--- src/rtl/issue_unit.sv ---
// issue_unit: grants one of four issue queues per cycle while booking the
// shared CDB write slot each instruction will need and tracking the divider.
// Ports: Clk, Rst_n (async, active-low); Issue*_Ready requests from the
// Int/Ls/Mult/Div queues; RB_Flush_Valid discards all in-flight work;
// Issue_* same-cycle grants; Div_Busy divider occupied; Cdb_Resv[j] = CDB
// booked j+1 cycles ahead.
// Build option: define ISSUE_RR_EN for round-robin arbitration in the order
// Div, Mult, Ls, Int; otherwise fixed priority Div > Mult > Ls > Int.
module issue_unit (
    input  logic       Clk,
    input  logic       Rst_n,
    input  logic       IssueInt_Ready,
    input  logic       IssueLs_Ready,
    input  logic       IssueMult_Ready,
    input  logic       IssueDiv_Ready,
    input  logic       RB_Flush_Valid,
    output logic       Issue_Int,
    output logic       Issue_Ls,
    output logic       Issue_Mult,
    output logic       Issue_Div,
    output logic       Div_Busy,
    output logic [6:0] Cdb_Resv
);

    // Request/grant vectors are ordered {div, mult, ls, int}.
    logic [3:0] elig;
    logic [3:0] grant;
    logic [2:0] div_cnt;
    logic       gate;

    assign Div_Busy = (div_cnt != 3'd0);

    // Grants are suppressed while reset is held so the outputs are quiet
    // without waiting for a clock edge.
    assign gate = Rst_n & ~RB_Flush_Valid;

    // Each unit checks the slot its fixed latency lands on.
    always_comb begin
        elig    = '0;
        elig[3] = IssueDiv_Ready  & ~Cdb_Resv[6] & ~Div_Busy;
        elig[2] = IssueMult_Ready & ~Cdb_Resv[3];
        elig[1] = IssueLs_Ready   & ~Cdb_Resv[1];
        elig[0] = IssueInt_Ready  & ~Cdb_Resv[0];
    end

`ifdef ISSUE_RR_EN
    // Order index 0..3 = Div, Mult, Ls, Int.
    logic [3:0] elig_ord;
    logic [1:0] rr_ptr;
    logic [1:0] idx;
    logic [1:0] win;
    logic       found;

    assign elig_ord = {elig[0], elig[1], elig[2], elig[3]};

    always_comb begin
        found = 1'b0;
        win   = rr_ptr;
        idx   = rr_ptr;
        for (int i = 0; i < 4; i++) begin
            idx = rr_ptr + 2'(i);
            if (!found && gate && elig_ord[idx]) begin
                found = 1'b1;
                win   = idx;
            end
        end
        grant = found ? (4'b1000 >> win) : 4'b0000;
    end

    // Pointer moves past the winner, only when something was granted.
    always_ff @(posedge Clk or negedge Rst_n) begin
        if (!Rst_n) begin
            rr_ptr <= 2'd0;
        end else if (found) begin
            rr_ptr <= win + 2'd1;
        end
    end
`else
    always_comb begin
        grant = 4'b0000;
        if (gate) begin
            priority case (1'b1)
                elig[3]: grant = 4'b1000;
                elig[2]: grant = 4'b0100;
                elig[1]: grant = 4'b0010;
                elig[0]: grant = 4'b0001;
                default: grant = 4'b0000;
            endcase
        end
    end
`endif

    assign Issue_Div  = grant[3];
    assign Issue_Mult = grant[2];
    assign Issue_Ls   = grant[1];
    assign Issue_Int  = grant[0];

    // A grant of latency L books bit L-2 of the shifted vector:
    // Div -> 5, Mult -> 2, Ls -> 0; Int writes next cycle, needs no booking.
    always_ff @(posedge Clk or negedge Rst_n) begin
        if (!Rst_n) begin
            Cdb_Resv <= '0;
            div_cnt  <= '0;
        end else if (RB_Flush_Valid) begin
            Cdb_Resv <= '0;
            div_cnt  <= '0;
        end else begin
            Cdb_Resv <= (Cdb_Resv >> 1) |
                        {1'b0, grant[3], 2'b00, grant[2], 1'b0, grant[1]};
            if (grant[3]) begin
                div_cnt <= 3'd6;
            end else if (div_cnt != 3'd0) begin
                div_cnt <= div_cnt - 3'd1;
            end
        end
    end

endmodule
--- config.mk ---
export PLATFORM = sky130hd
export DESIGN_NAME = issue_unit
export DESIGN_NICKNAME = d
export VERILOG_FILES = /design/src/rtl/issue_unit.sv
export SDC_FILE = /design/constraint.sdc
export NUM_CORES = 1
export LEC_CHECK = 0
export ABC_AREA = 1
export CAP_MARGIN = 10
export CORE_MARGIN = 2
export CORE_UTILIZATION = 40
export CTS_BUF_LIST = sky130_fd_sc_hd__clkbuf_4
export DETAILED_ROUTE_END_ITERATION = 12
export GPL_TIMING_DRIVEN = 0
export PLACE_DENSITY_LB_ADDON = 0.2
export SYNTH_ARGS = -nofsm -noshare
export SYNTH_HDL_FRONTEND = slang
export SYNTH_SLANG_ARGS = --single-unit
--- constraint.sdc ---
create_clock -name Clk -period 1.4 [get_ports Clk]
set_input_delay 0.21 -clock Clk [delete_from_list [all_inputs] [get_ports Clk]]
set_output_delay 0.21 -clock Clk [all_outputs]
set_load 0.02 [all_outputs]
# After elaboration in Yosys (flattened, before gate mapping)
# Index checks and enable logic that the tools add are counted.
# classes
mux,9
bitwise_logic,13
n_addsub,1
reduce_logical,2
# op_table
operator,count
2-to-1 mux 3 bit,4
2-to-1 mux 4 bit,2
2-to-1 mux 7 bit,1
AND 1 bit,6
inverter 1 bit,6
bitwise OR 6 bit,1
nonzero test 3 bit,2
"subtractor 3 x 1 -> 3 bit, second input constant",1
2-to-1 mux 2 bit,1
2-to-1 mux 1 bit,1
# totals
out_inout_bits,12
register_bits,10

# Depth between registers and ports, before layout
# Gate-level depths: netlist of the first run.
# logic_depth
depth_word,9
depth_mapped,8
depth_no_buf,8

# Worst setup path after synthesis of the first run
# Ideal clock, no wire load.
# synth_path
kind,reg2out
from,register div_cnt[0]
to,output port Issue_Int
t_required_ns,1.190
t_arrival_ns,1.087
path_slack_ns,0.103
n_path_buf,0
path_stages_with_launch,6
path_cell_list,dfrtp_1 > inv_1 > ha_1 > nand3_2 > nand2_4 > nor3_2
# synth_via
elab_chain_len,5
# synth_lines
element,line_no,rtl
"start, declared",28,logic [2:0] div_cnt;
"start signal, assigned",113,div_cnt <= div_cnt - 3'd1;
nonzero test 3 bit,31,assign Div_Busy = (div_cnt != 3'd0);
inverter 1 bit,40,elig[3] = IssueDiv_Ready & ~Cdb_Resv[6] & ~Div_Busy;
AND 1 bit,40,
2-to-1 mux 4 bit,82,priority case (1'b1)
2-to-1 mux 4 bit,81,if (gate) begin
"end, declared",17,"output logic Issue_Int,"
# Every way passes these cells.

# Final worst setup path of the first run
# layout_path
from,register div_cnt[1]
to,output port Issue_Mult
# layout_via
elab_chain_len,5
# layout_lines
element,line_no,rtl
nonzero test 3 bit,31,
inverter 1 bit,40,
AND 1 bit,40,
2-to-1 mux 4 bit,82,
2-to-1 mux 4 bit,81,
"end, declared",19,"output logic Issue_Mult,"
# Every way passes these cells.

==> results of run 1 <==
stage by stage:
stage / hold WS [ps] / instances / util (%) / total power [mW] / setup TNS, ps
after floorplan: -85.59 / 59 / - / 0.6682 / 0
after global placement: 436.6 / 90 / 55.42 / 0.8030 / -4757
after detailed placement: 439.1 / 90 / 55.42 / 0.8080 / -4770
after CTS: 149.5 / 102 / 64.30 / 1.214 / -318.2
after global routing: 146.4 / 103 / 64.89 / 1.314 / -597.1
final: 153.0 / 103 / 64.89 / 1.227 / -270.6
final timing paths:
| path | to | slack [ps] |
|---|---|---|
| worst min register to register | Cdb_Resv[1] | 480 |
| worst min-delay path | Cdb_Resv[0] | 150 |
| max in group asynchronous | div_cnt[2] | 580 |
| min in group asynchronous | Cdb_Resv[2] | 530 |
| worst max register to register | div_cnt[1] | 40 |
| worst max-delay path | Issue_Mult | -80 |
cell usage in the layout, fill, tap and decap left out:
master,count
a21oi_1,1
buf_2,1
buf_4,10
buf_6,4
clkbuf_4,4
clkdlybuf4s15_2,1
clkdlybuf4s50_1,4
conb_1,1
dfrtp_1,9
dlygate4sd2_1,6
dlygate4sd3_1,1
ha_1,1
ha_4,1
inv_1,6
inv_2,7
inv_4,1
nand2_1,8
nand2_4,2
nand3_1,2
nand3_4,2
nand3b_1,2
nor2_1,6
nor2_2,3
nor2_4,1
nor2_8,1
nor3_2,1
o21ai_1,1
xnor2_1,1
final cells by class:
cell class	count	area, µm²	area share [%]
multi-input cells	34	255.2	31.00
inverters	14	55.05	6.687
plain buffers	2	18.77	2.280
well taps	15	18.77	2.280
flip-flops and latches	9	225.2	27.36
repair buffers	25	220.2	26.75
clock buffers	4	30.03	3.647
power breakdown:
group          leakage [nW]  switching [mW]  internal (mW)
clock network        0.0184          0.0937          0.129
registers             0.122          0.0291          0.306
logic                 0.305           0.348          0.320
total                 0.445           0.471          0.756
metal layers:
layer / up-vias / GRT usage [%] / routed length, µm
met3: 5 / 5.556 / 72
met2: 15 / 28.63 / 555
met1: 211 / 17.24 / 416
li1: 231 / - / -
met5: - / 0 / 0
met4: 0 / 16.67 / 41
worst max-delay path, delay by kind of cell (launching register included):
family	cells	cell delay [ps]
buffers and inverters	3	270
AND/OR/NAND/NOR	2	200
flip-flops	1	390
adder cells (fa/ha/maj)	1	160
cells by family after synthesis:
family,after synthesis
AO/OA/AOI/OAI,2
XOR/XNOR,1
adder cells (fa/ha/maj),2
AND/OR/NAND/NOR,28
flip-flops,9
other,1
buffers and inverters,16
flip-flops by register name, summed over array words and instances (netlist names):
register,cells
Cdb_Resv,6
div_cnt,3
what timing repair did:
| action | CTS | global route |
|---|---|---|
| endpoints found under the hold margin | 9 | 0 |
| hold buffers | 1 | 0 |
| buffers inserted | 7 | 1 |
| pin swaps | 6 | 1 |
| resized for setup | 44 | 0 |
| setup endpoints to repair | 11 | 5 |
==> run_results.csv, run 1 <==
group,metric,value,unit
place,hpwlAfterDp,742.3,µm
timing,setup_violations,4,
clock_network,clock-root-buffer,"clkbuf_4",
place,dpl-instance-area,703.2,µm²
synthesis,synth_compound_area_share,1.909,%
timing,fmax,674.8,MHz
timing,rsz0062_at_grt,"yes",
worst_hold_path,hp-start,"RB_Flush_Valid",
synthesis,yosysWarnings,0,
clock_network,numCtsBuffers,3,
timing,min_period,1482,ps
timing,hold_viol,0,
worst_setup_path,crit_slowest_cell,"dfrtp_1",
worst_setup_path,worstPathRequired,1190,ps
layout,drive_above_1_share,44.32,%
floorplan,coreArea,0.001269,mm²
worst_hold_path,hp-class,"in2reg",
floorplan,die_h,40.20,µm
outcome,violations,"negative setup slack",
worst_setup_path,slowest_delay,390,ps
pwr,p_leak,0.4455,nW
drt,viasPerCell,4.485,
clock_network,cts.sinks,9,
worst_hold_path,holdPathStages,2,
synthesis,syn_area,524.3,µm²
grt,overflow,0,
synthesis,ys_top_cells_by_count,"9 x dfrtp_1, 8 x inv_1, 8 x nand2_1, 7 x nor2_1, 6 x inv_2",
worst_setup_path,critPathArrivalTime,1270,ps
job,cap_violations,0,
grt,grtUsageTotal,17.52,%
drt,wire_per_inst,10.54,µm
synthesis,synth.area.top_cells,"dfrtp_1 43%, inv_1 5.7%, nand2_1 5.7%",
synthesis,synth.mux.area_fraction,0,%
grt,antenna_found_initial,0,
pwr,p_per_area,1490,mW/mm²
synthesis,synth_top_family_by_area,"simple AND/OR/NAND/NOR gates",
drt,drc,0,
grt,grt_pass1_wl,1.731,mm
synthesis,yosysTopAreaCellShare,42.96,%
layout,syn_to_final_growth,57.04,%
synthesis,synth-edff-count,0,
timing,drv_slew,0,
synthesis,ys_ff_latch,9,
floorplan,io-pin-count,19,
timing,post-route-period-util,105.9,%
synthesis,ys_seq_area_share,42.96,%
synthesis,ys_async_sr_fraction,100.0,%
synthesis,syn-instance-count,59,
layout,diodes,0,
pwr,ir_drop,1123,µV
worst_setup_path,path_max_fanout,2,
place,io_buffers,16,
drt,drtAntennaViolNets,0,
drt,wl,1.086,mm
synthesis,synth_top_flop_cell,"dfrtp_1",
drt,vias,462,
clock_network,cts_buffer_depth,2,
floorplan,std_cell_rows,13,
floorplan,initial_core_util,41.32,%
synthesis,synth_fp_nets,68,
worst_setup_path,crit_chain,"inv_2, ha_4, nand3_4, nand3b_1, inv_1, buf_6",
timing,fin_worst_skew,7.763,ps
worst_setup_path,r2r_cells,9,
synthesis,yosys.area_share.simple,34.37,%
drt,drtPass1Iterations,4,
layout,fill_cells,112,
timing,finalWorstSetupSlack,-82.02,ps
clock_network,cts.htree.levels,1,
floorplan,die_area,0.001616,mm²
place,place_congestion,0.7087,
grt,grt_pass1_vias,425,
synthesis,synth_cell_types,22,
layout,fin_area,823.3,µm²
grt,grt_max_degree,10,
worst_setup_path,endpoint_kind,"primary output",
synthesis,synth_xor_area_share,1.671,%
worst_setup_path,r2r-start,"div_cnt[1]",
clock_network,worstSkewPairLatency,270,ps
floorplan,fp.dieW,40.20,µm
drt,drt_iter0_markers,8,
worst_setup_path,cp-startpoint,"div_cnt[1]",
worst_setup_path,cp-start-kind,"register",
clock_network,cts_tree,"built",
worst_setup_path,worstSetupPathType,"reg2out",
layout,nNetsFinal,98,
clock_network,clkSlewWorstSetupHoldPaths,60,ps
outcome,status,"finished with violations",
synthesis,syn_area_per_cell,8.886,µm²
synthesis,synth_top_cell_by_area,"dfrtp_1",
place,dp_slack,-917.9,ps
synthesis,yosys.area_share.adder,4.773,%
synthesis,synth.most_common_cell,"dfrtp_1",
Note: power is estimated with default switching activity, not from simulation.
==> inputs of run 2 (changes only) <==
--- a/config.mk
+++ b/config.mk
@@ -10,6 +10,7 @@
 export CORE_MARGIN = 2
 export CORE_UTILIZATION = 40
 export CTS_BUF_LIST = sky130_fd_sc_hd__clkbuf_4
+export CTS_CLUSTER_DIAMETER = 100
 export DETAILED_ROUTE_END_ITERATION = 12
 export GPL_TIMING_DRIVEN = 0
 export PLACE_DENSITY_LB_ADDON = 0.2
==> results of run 2 <==
Same layout as run 1: the final DEF is identical, and so are final timing and power.
==> inputs of run 3 (changes only) <==
--- a/config.mk
+++ b/config.mk
@@ -6,14 +6,13 @@
 export NUM_CORES = 1
 export LEC_CHECK = 0
 export ABC_AREA = 1
-export CAP_MARGIN = 10
 export CORE_MARGIN = 2
 export CORE_UTILIZATION = 40
 export CTS_BUF_LIST = sky130_fd_sc_hd__clkbuf_4
 export CTS_CLUSTER_DIAMETER = 100
 export DETAILED_ROUTE_END_ITERATION = 12
 export GPL_TIMING_DRIVEN = 0
-export PLACE_DENSITY_LB_ADDON = 0.2
+export PLACE_DENSITY = 0.8
 export SYNTH_ARGS = -nofsm -noshare
 export SYNTH_HDL_FRONTEND = slang
 export SYNTH_SLANG_ARGS = --single-unit
==> run 3 against run 2 <==
The run still ends with negative setup slack left. Largest power group unchanged. Via count is 7.1% higher. Power is 15% higher. Sequential share of layout area is 2.7 points lower.
==> run_results.csv, run 3 (synthesis gave the netlist of run 1 again) <==
group,metric,value,unit
pwr,p_per_area,1545,mW/mm²
layout,largestRegisters,"Cdb_Resv (6), div_cnt (3)",
clock_network,cts.sinks,9,
floorplan,die_area,0.001616,mm²
worst_hold_path,hp-class,"in2reg",
timing,hold_viol,0,
place,io_buffers,16,
layout,final_common_cell,"buf_4",
grt,grt_pass1_wl,1.973,mm
clock_network,clkSlewWorstSetupHoldPaths,60,ps
layout,final_cell_mix,"14 x buf_4, 9 x dfrtp_1, 8 x buf_6, 8 x nand2_1, 7 x inv_2",
job,cap_violations,0,
layout,nNetsFinal,105,
worst_setup_path,path_max_fanout,2,
timing,post-route-period-util,107.7,%
grt,overflow,0,
grt,grtUsageTotal,19.53,%
worst_setup_path,cp-start-kind,"register",
floorplan,io-pin-count,19,
floorplan,initial_core_util,41.32,%
layout,drive_above_1_share,51.58,%
timing,setup_violations,5,
floorplan,fp.dieW,40.20,µm
pwr,p_leak,0.4862,nW
worst_setup_path,r2r_cells,9,
place,dp_slack,-902.0,ps
worst_setup_path,endpoint_kind,"primary output",
clock_network,cts_tree,"built",
worst_setup_path,crit_slowest_cell,"dfrtp_1",
layout,largest-register,"Cdb_Resv",
timing,fin_worst_skew,3.490,ps
floorplan,coreArea,0.001269,mm²
drt,wl,1.317,mm
worst_setup_path,r2r_setup_slack,50,ps
layout,fill_cells,92,
layout,syn_to_final_growth,73.99,%
drt,wire_per_inst,11.97,µm
timing,fmax,663.4,MHz
grt,grt_pass1_vias,464,
timing,setup_tns,-354.8,ps
worst_setup_path,worstSetupPathType,"reg2out",
drt,drtPass1Iterations,4,
worst_hold_path,holdPathStages,2,
worst_setup_path,worstPathRequired,1190,ps
layout,largest_reg_flops,6,
clock_network,numCtsBuffers,3,
worst_setup_path,crit_chain,"inv_2, ha_4, nand3_4, nand3b_1, inv_1, buf_6",
worst_setup_path,slowest_delay,400,ps
floorplan,die_h,40.20,µm
clock_network,cts_buffer_depth,2,
timing,rsz0062_at_grt,"yes",
place,place_congestion,0.7162,
timing,hold_ws,179.3,ps
drt,drt_iter0_markers,3,
timing,drv_slew,0,
timing,finalWorstSetupSlack,-107.4,ps
pwr,ir_drop,1214,µV
place,hpwlAfterDp,693,µm
pwr,total_power,1.409,mW
outcome,status,"finished with violations",
outcome,violations,"negative setup slack",
timing,min_period,1507,ps
drt,viasPerCell,4.500,
layout,diodes,0,
clock_network,cts.htree.levels,1,
drt,vias,495,
clock_network,clock-root-buffer,"clkbuf_4",
drt,drtAntennaViolNets,0,
grt,antenna_found_initial,0,
grt,grt_max_degree,10,
drt,drc,0,
floorplan,std_cell_rows,13,
clock_network,worstSkewPairLatency,260,ps
worst_setup_path,critPathArrivalTime,1300,ps
run 3: final timing paths:
kind,startpoint,endpoint
max,div_cnt[1],Issue_Mult
min,RB_Flush_Valid,Cdb_Resv[2]
max reg2reg,div_cnt[1],div_cnt[1]
min reg2reg,Cdb_Resv[2],Cdb_Resv[1]
max in group asynchronous,Rst_n,Cdb_Resv[1]
min in group asynchronous,Rst_n,div_cnt[2]
run 3: per-layer routing:
layer | vias up | GRT usage, % | wire [µm]
li1 | 243 | - | -
met1 | 229 | 22.26 | 471
met2 | 21 | 35.89 | 761
met3 | 2 | 1.667 | 78
met4 | 0 | 10.00 | 6
met5 | - | 0 | 0
run 3: timing repair:
item,CTS,global route
hold buffers,1,0
buffers inserted,12,6
pin swaps,6,4
cloned,0,0
endpoints found under the setup margin,11,5
endpoints found under the hold margin,9,0
resized for setup,48,7
run 3: through the flow:
stage | cells | utilization [%] | area, µm²
2_1_floorplan | 59 | - | 524.3
3_3_place_gp | 90 | 55.42 | 703.2
3_5_place_dp | 90 | 55.42 | 703.2
4_1_cts | 106 | 67.85 | 860.8
5_1_grt | 110 | 71.89 | 912.1
6_report | 110 | 71.89 | 912.1
run 3: final cells by class:
cell class / count / area (µm²) / share of cell area (%)
well taps: 15 / 18.77 / 2.058
repair buffers: 32 / 290.3 / 31.82
plain buffers: 2 / 18.77 / 2.058
clock buffers: 4 / 30.03 / 3.292
flip-flops and latches: 9 / 225.2 / 24.69
inverters: 14 / 55.05 / 6.036
multi-input cells: 34 / 274.0 / 30.04
run 3: worst max-delay path: cells and delay by family (launching register included):
| family | cells | cell delay [ps] |
|---|---|---|
| buffers and inverters | 3 | 270 |
| flip-flops | 1 | 400 |
| AND/OR/NAND/NOR | 2 | 200 |
| adder cells (fa/ha/maj) | 1 | 160 |
run 3: power breakdown:
group	internal (mW)	switching, mW
logic	0.434	0.419
registers	0.306	0.0323
clock network	0.129	0.0890
